## src/rtl/seg7_scan_4.sv

```systemverilog
// seg7_scan_4: double-buffered 4-digit multiplexed 7-segment driver with internal BCD decode.
// Define SCAN_LZB_EN to blank leading zeros on digits 3..1.
module seg7_scan_4 #(
  parameter int REFRESH_DIV = 50000
) (
  input  logic        CLK,
  input  logic        rst,
  input  logic [15:0] iBcd,
  input  logic [3:0]  iDp,
  input  logic        iLoad,
  output logic [6:0]  oSeg,
  output logic        oDp,
  output logic [3:0]  oAn,
  output logic        oTick
);
  localparam int RW = $clog2(REFRESH_DIV);
  logic [RW-1:0] rc;
  logic [1:0] idx;
  logic [15:0] pend_bcd, act_bcd;
  logic [3:0] pend_dp, act_dp, dig;
  logic pend_flag, frame_q, wrap, frame, blank;
  logic [6:0] seg;
  assign wrap = rc == RW'(REFRESH_DIV - 1);
  assign frame = wrap && idx == 2'd3;
  assign dig = act_bcd[{idx, 2'b00} +: 4];
`ifdef SCAN_LZB_EN
  logic b3, b2, b1;
  assign b3 = act_bcd[15:12] == 4'd0;
  assign b2 = b3 && act_bcd[11:8] == 4'd0;
  assign b1 = b2 && act_bcd[7:4] == 4'd0;
  assign blank = idx == 2'd3 ? b3 : idx == 2'd2 ? b2 : idx == 2'd1 ? b1 : 1'b0;
`else
  assign blank = 1'b0;
`endif
  always_comb begin
    seg = 7'h3F;
    case (dig)
      4'd0: seg = 7'h40;
      4'd1: seg = 7'h79;
      4'd2: seg = 7'h24;
      4'd3: seg = 7'h30;
      4'd4: seg = 7'h19;
      4'd5: seg = 7'h12;
      4'd6: seg = 7'h02;
      4'd7: seg = 7'h78;
      4'd8: seg = 7'h00;
      4'd9: seg = 7'h10;
      default: seg = 7'h3F;
    endcase
  end
  // A load on the frame edge bypasses pending so the newest value wins.
  always_ff @(posedge CLK or posedge rst) begin
    if (rst) begin
      rc <= '0;
      idx <= 2'd0;
      pend_bcd <= 16'h0;
      pend_dp <= 4'h0;
      act_bcd <= 16'h0;
      act_dp <= 4'h0;
      pend_flag <= 1'b0;
      frame_q <= 1'b0;
      oSeg <= 7'h7F;
      oDp <= 1'b1;
      oAn <= 4'hF;
      oTick <= 1'b0;
    end else begin
      rc <= wrap ? '0 : rc + 1'b1;
      if (wrap) idx <= idx + 2'd1;
      if (frame && iLoad) begin
        act_bcd <= iBcd;
        act_dp <= iDp;
        pend_flag <= 1'b0;
      end else if (frame && pend_flag) begin
        act_bcd <= pend_bcd;
        act_dp <= pend_dp;
        pend_flag <= 1'b0;
      end else if (iLoad) begin
        pend_bcd <= iBcd;
        pend_dp <= iDp;
        pend_flag <= 1'b1;
      end
      frame_q <= frame;
      oTick <= frame_q;
      oAn <= ~(4'b0001 << idx);
      oSeg <= blank ? 7'h7F : seg;
      oDp <= ~act_dp[idx];
    end
  end
endmodule

```

## config.mk

```make
export PLATFORM = sky130hd
export DESIGN_NAME = seg7_scan_4
export DESIGN_NICKNAME = d
export VERILOG_FILES = /design/src/rtl/seg7_scan_4.sv
export SDC_FILE = /design/constraint.sdc
export NUM_CORES = 1
export LEC_CHECK = 0
export ABC_AREA = 0
export BUFFER_PORTS_ARGS = -buffer_cell sky130_fd_sc_hd__clkbuf_2
export CAP_MARGIN = 5
export CELL_PAD_IN_SITES_DETAIL_PLACEMENT = 0
export CELL_PAD_IN_SITES_GLOBAL_PLACEMENT = 1
export CORE_UTILIZATION = 25
export CTS_BUF_LIST = sky130_fd_sc_hd__clkbuf_4
export DETAILED_ROUTE_END_ITERATION = 8
export PLACE_DENSITY = 0.48
export SYNTH_ARGS = -nofsm -noshare
export SYNTH_HDL_FRONTEND = slang
export SYNTH_SLANG_ARGS = --single-unit
```

## constraint.sdc

```tcl
create_clock -name CLK -period 2.78 [get_ports CLK]
set_input_delay 0.417 -clock CLK [delete_from_list [all_inputs] [get_ports CLK]]
set_output_delay 0.417 -clock CLK [all_outputs]
set_load 0.01 [all_outputs]
```

==> results of run 1 <==
per-layer routing:
metal | part of all wire | wire length, um | up-vias | global-route usage
li1 | - | - | 1137 | -
met3 | 0.035 | 259 | 12 | 0.02347
met5 | 0 | 0 | - | 0
met1 | 0.50 | 3750 | 1142 | 0.1562
met2 | 0.44 | 3287 | 40 | 0.1690
met4 | 0.025 | 190 | 0 | 0.07674
critical path, stage by stage, from the launching register on:
cell and delay (ps):
dfrtp_1 430, or4b_4 590, or4_4 560, nand2_2 100
buf_12 180, mux2_1 340
registers in the layout, indices dropped and copies added, names as in the netlist:
name       flops
act_bcd       16
pend_bcd      16
oDp            1
rc            16
oAn            4
frame_q        1
oTick          1
act_dp         4
oSeg           7
pend_flag      1
pend_dp        4
idx            2
where the power goes:
part,total [mW],switching [mW],internal (mW)
combinational,0.184,0.0987,0.0858
sequential,1.14,0.0233,1.12
clock,0.670,0.370,0.300
total,2.00,0.492,1.51
cell type report:
type	count	area, um2
clock buffers	12	90.09
fillers	1402	9351
well taps	176	220.2
multi-input cells	187	1481
flip-flops and latches	73	1842
inverters	12	45.04
repair buffers	44	267.8
diodes	2	5.005
clock inverters	4	45.04
cell usage in the layout (no fill, tap or decap), types with 2 or more instances in the layout:
| cell | count |
|---|---|
| buf_4 | 7 |
| xor2_1 | 6 |
| inv_1 | 11 |
| dfrtp_1 | 61 |
| buf_12 | 2 |
| o2bb2ai_1 | 17 |
| nand4_1 | 5 |
| and3b_1 | 14 |
| a31oi_1 | 3 |
| clkinv_1 | 2 |
| mux2_1 | 20 |
| nand3_1 | 10 |
| nor3b_1 | 3 |
| nand4b_1 | 2 |
| dfstp_2 | 12 |
| nand2_1 | 14 |
| nor3_1 | 2 |
| clkbuf_2 | 35 |
| a22oi_1 | 3 |
| a21oi_1 | 18 |
| diode_2 | 2 |
| nor4_1 | 3 |
| clkbuf_4 | 12 |
| or3_1 | 3 |
| mux4_2 | 5 |
| ha_1 | 10 |
| nor2b_1 | 2 |
| o311ai_0 | 2 |
| nor2_1 | 15 |
| o21ai_0 | 5 |
| xnor2_1 | 6 |
how the worst min path moves through the flow:
stage	start	end
after floorplan	frame_q$_DFF_PP0_	oTick$_DFF_PP0_
after global placement	frame_q$_DFF_PP0_	oTick$_DFF_PP0_
after detailed placement	frame_q$_DFF_PP0_	oTick$_DFF_PP0_
after CTS	rst	pend_bcd[2]$_DFFE_PP0P_
after global routing	rst	pend_bcd[1]$_DFFE_PP0P_
final	rst	pend_bcd[1]$_DFFE_PP0P_
logic make-up after synthesis:
kind of cell | Yosys count
AOI/OAI and AO/OA | 54
xor gates and xnor gates | 12
adders and majority gates | 10
buffers and inverters | 26
DFF | 73
muxes | 26
and+or+nand+nor | 85
metrics by stage:
step,total power [mW],setup WS (ps)
floorplan,1.280,529.6
global placement,1.351,494.2
detailed placement,1.354,461.6
CTS,2.047,449.3
global route,2.108,403.3
finish,1.999,458.4
==> results.yml, run 1 <==
sta:
  drv_slew: 0
  hold_violations: 0
  min_period_ps: 2322
  rsz0062_at_grt: "false"
  max_freq_mhz: 430.7
  finalClockSkew_ps: 23.60
  setup_viol: 0
  tns_ps: 0
  finalCritPeriodShare: 0.8351
  worstMarginPinSlew_ps: 712.4
  hold_ws_ps: 19.40
  slew_headroom: 0.5250
worst_hold_path:
  worstHoldPathType: "in2async"
synth:
  synth_edf_count: 0
  synth_mux_area_frac: 0.1012
  ys_ff_latch: 73
  synth_fp_nets: 319
  ys_seq_area_frac: 0.5357
  synthXorXnorAreaFrac: 0.03057
  syn_inst: 286
  synth.top_cell.area_share: 0.4440
  netlist_top_cells_count: "dfrtp_1, mux2_1, a21oi_1, o2bb2ai_1, nor2_1"
  ys_types: 47
  synth_most_common_cell: "dfrtp_1"
  synthTopCellsByArea: "dfrtp_1, dfstp_2, mux2_1, o2bb2ai_1, ha_1"
  synth_top_family_by_area: "simple AND/OR/NAND/NOR gates"
  synthSimpleGateAreaFrac: 0.1543
  syn_area_per_cell_um2: 12.02
  ys_warn_count: 0
  synth-async-reset-ratio: 1.000
  synth_top_cell_by_area: "dfrtp_1"
  synthAdderAreaFrac: 0.03639
  ys.flop_type: "dfrtp_1"
  netlist_area_um2: 3438
  synth_compound_area_frac: 0.1084
global_route:
  grt_max_degree: 32
  grt_overflow: 0
  grt_pass1_wl_um: 12370
  grt_pass1_vias: 2327
  grt_antenna_before_repair: 1
  grt_usage: 0.1164
placed_design:
  place_area_um2: 3856
  dpl.hpwl_um: 5213
  numPortBuffers: 35
  placedCellCount: 492
  place_congestion: 0.7096
route:
  antenna_left: 0
  wl_per_cell_um: 14.68
  dr_total_vias: 2331
  dr.pass1.iters: 4
  initialDrtViolationCount: 79
  routed_wl_um: 7487
  drc: 0
  viasPerCell: 4.571
layout:
  fin_cells: 510
  final_nets: 360
  post-route-cell-area_um2: 3996
  syn_to_final_growth_pct: 16.23
  drive_gt1_frac: 0.2500
  fin_util: 0.2994
cts:
  clk_path_buf_depth: 2
  clkTransAtPathRegs_ps: 130
  worst_skew_pair.late_latency_ps: 440
  clock-sinks: 73
  cts_hold_buf: 0
  cts_buffers: 9
  tritoncts: "done"
  cts_max_level: 3
  cts_setup_buffers: 0
  cts_root_buffer: "clkbuf_4"
  post_cts_resized: 0
power_and_ir_drop:
  leakage_nw: 1.732
  p_per_area_nw_per_um2: 500.1
  ir_drop_mv: 0.1983
setup_path:
  endpoint_kind: "flip-flop"
  cp_max_fo: 20
  criticalPathCategory: "reg2reg"
  r2r-end: "pend_bcd[14]$_DFFE_PP0P_"
  r2r_setup_slack_ps: 460
  cp.required_ps: 3090
  worstSetupEndpoint: "pend_bcd[14]$_DFFE_PP0P_"
  worstRegToRegCells: 5
  r2r-start: "rc[4]$_DFF_PP0_"
  crit_start: "rc[4]$_DFF_PP0_"
  cp.arrival_ps: 2630
  start_kind: "flip-flop"
floorplanning:
  die_height_um: 119.3
  io_pins: 36
  rows: 42
  fp.dieArea_um2: 14230
  core_um2: 13350
  die_x_um: 119.3
  start_util: 0.2576
status:
  status: "completed"
job:
  drv_cap: 0
No activity file was read; power rests on OpenSTA's default activity.
==> inputs of run 2 (changes only) <==
- clock period: 2.78 -> 2.15 ns (I/O delays scaled with it)
==> results.yml, run 2 (synthesis gave the netlist of run 1 again) <==
power_and_ir_drop:
  leakage_nw: 1.923
  p_per_area_nw_per_um2: 587.5
  ir_drop_mv: 0.1655
  power_mw: 2.504
sta:
  max_freq_mhz: 454.6
  setup_viol: 20
  hold_ws_ps: 145.3
  tns_ps: -755.7
  finalCritPeriodShare: 1.023
  worstMarginPinSlew_ps: 797.8
  finalClockSkew_ps: 17.77
  min_period_ps: 2200
  rsz0062_at_grt: "true"
  drv_slew: 0
  hold_violations: 0
  fin_ws_ps: -49.68
  slew_headroom: 0.4681
floorplanning:
  rows: 42
  io_pins: 36
  start_util: 0.2576
  fp.dieArea_um2: 14230
  die_height_um: 119.3
  die_x_um: 119.3
  core_um2: 13350
route:
  routed_wl_um: 8025
  initialDrtViolationCount: 121
  dr.pass1.iters: 4
  wl_per_cell_um: 15.11
  drc: 0
  viasPerCell: 4.495
  dr_total_vias: 2387
  antenna_left: 0
placed_design:
  dpl.hpwl_um: 5283
  placedCellCount: 509
  place_congestion: 0.7468
  numPortBuffers: 35
  pre_cts_ws_ps: -70.41
layout:
  layout_commonest_cell: "dfrtp_1"
  syn_to_final_growth_pct: 23.94
  final_nets: 382
  drive_gt1_frac: 0.3531
  fill_cells: 1381
  final_cell_mix: "dfrtp_1, clkbuf_2, buf_4, mux2_4, a21oi_1"
  fin_cells: 531
  reg.largest.list: "act_bcd: 16 flops, pend_bcd: 16 flops, rc: 16 flops"
cts:
  cts_root_buffer: "clkbuf_4"
  worst_skew_pair.late_latency_ps: 420
  tritoncts: "done"
  clk_path_buf_depth: 2
  clock-sinks: 73
  cts_buffers: 9
  cts_max_level: 3
  clkTransAtPathRegs_ps: 120
global_route:
  grt_overflow: 0
  grt_pass1_wl_um: 13460
  grt_max_degree: 74
  grt_usage: 0.1239
  grt_antenna_before_repair: 1
  grt_pass1_vias: 2502
setup_path:
  cp_max_fo: 8
  start_kind: "flip-flop"
  criticalPathCategory: "reg2reg"
  path_cells: "or4b_4 -> or4_4 -> nand2_8 -> buf_12 -> mux2_4"
  critPathMaxStageDelay_ps: 600
  cp.required_ps: 2460
  cp.arrival_ps: 2510
  endpoint_kind: "flip-flop"
  crit_slowest_cell: "or4_4"
status:
  violations: "setup timing"
  status: "complete, but fails checks"
job:
  drv_cap: 0
worst_hold_path:
  worstHoldPathType: "in2reg"
## run 2: changes by cell type in the layout (fill, tap and decap cells not counted), sizes merged
cell         previous run  this run
buf                     9        30
bufinv                  1         0
clkbuf                 47        46
clkinv                  2         5
diode                   2         1
dlygate4sd3             0         1
inv                    12        11
## run 2: cell type report
cell class	count	area (um2)	area share
well taps	176	220.2	0.05167
multi-input cells	187	1570	0.3685
repair buffers	66	471.7	0.1107
inverters	12	48.80	0.01145
clock inverters	5	22.52	0.005285
flip-flops and latches	73	1843	0.4325
clock buffers	11	82.58	0.01938
diodes	1	2.502	0.0005872
## run 2: per-stage QoR
step                      utilization  cell area, um2
after floorplan                     -            3447
after global placement         0.3001            4005
after detailed placement       0.3001            4005
after CTS                      0.3179            4243
after global routing           0.3193            4262
final                          0.3193            4262
## run 2: what timing repair did
item | 4_1_cts | 5_1_grt
pin swaps | 2 | 2
resized for setup | 23 | 1
hold endpoints to repair | 60 | 0
setup buffers | 1 | 2
hold buffers | 1 | 0
gates cloned | 1 | 0
setup endpoints to repair | 20 | 27
## run 2: worst max-delay path: cells and delay by family, from the launching register on
kind / cells / cell delay, ps
buffers and inverters: 1 / 160
DFF: 1 / 390
muxes: 1 / 300
and+or+nand+nor: 3 / 1250
## run 2: worst paths after layout
kind | from | end | slack [ps] | depth (start not counted)
max | rc[11]$_DFF_PP0_ | pend_bcd[15]$_DFFE_PP0P_ | -50 | 5
min | iBcd[3] | pend_bcd[3]$_DFFE_PP0P_ | 150 | 2
max reg2reg | rc[11]$_DFF_PP0_ | pend_bcd[15]$_DFFE_PP0P_ | -50 | 5
min reg2reg | frame_q$_DFF_PP0_ | oTick$_DFF_PP0_ | 370 | 0
max in group asynchronous | rst | oAn[3]$_DFF_PP1_ | 1240 | 4
min in group asynchronous | rst | frame_q$_DFF_PP0_ | 530 | 4
## run 2: power by group
| part | switching [mW] | total (mW) | internal (mW) | leakage [nW] |
|---|---|---|---|---|
| Combinational | 0.137 | 0.289 | 0.151 | 0.980 |
| Clock | 0.482 | 0.734 | 0.251 | 0.0655 |
| Sequential | 0.0320 | 1.48 | 1.45 | 0.877 |
## run 2: per-layer routing
metal  global-route usage  wire (um)  vias to the layer above
li1                     -          -                     1172
met1               0.1751       4196                     1185
met2               0.1802       3523                       24
met3              0.02874        209                        6
met4              0.05222         95                        0
met5                    0          0                        -
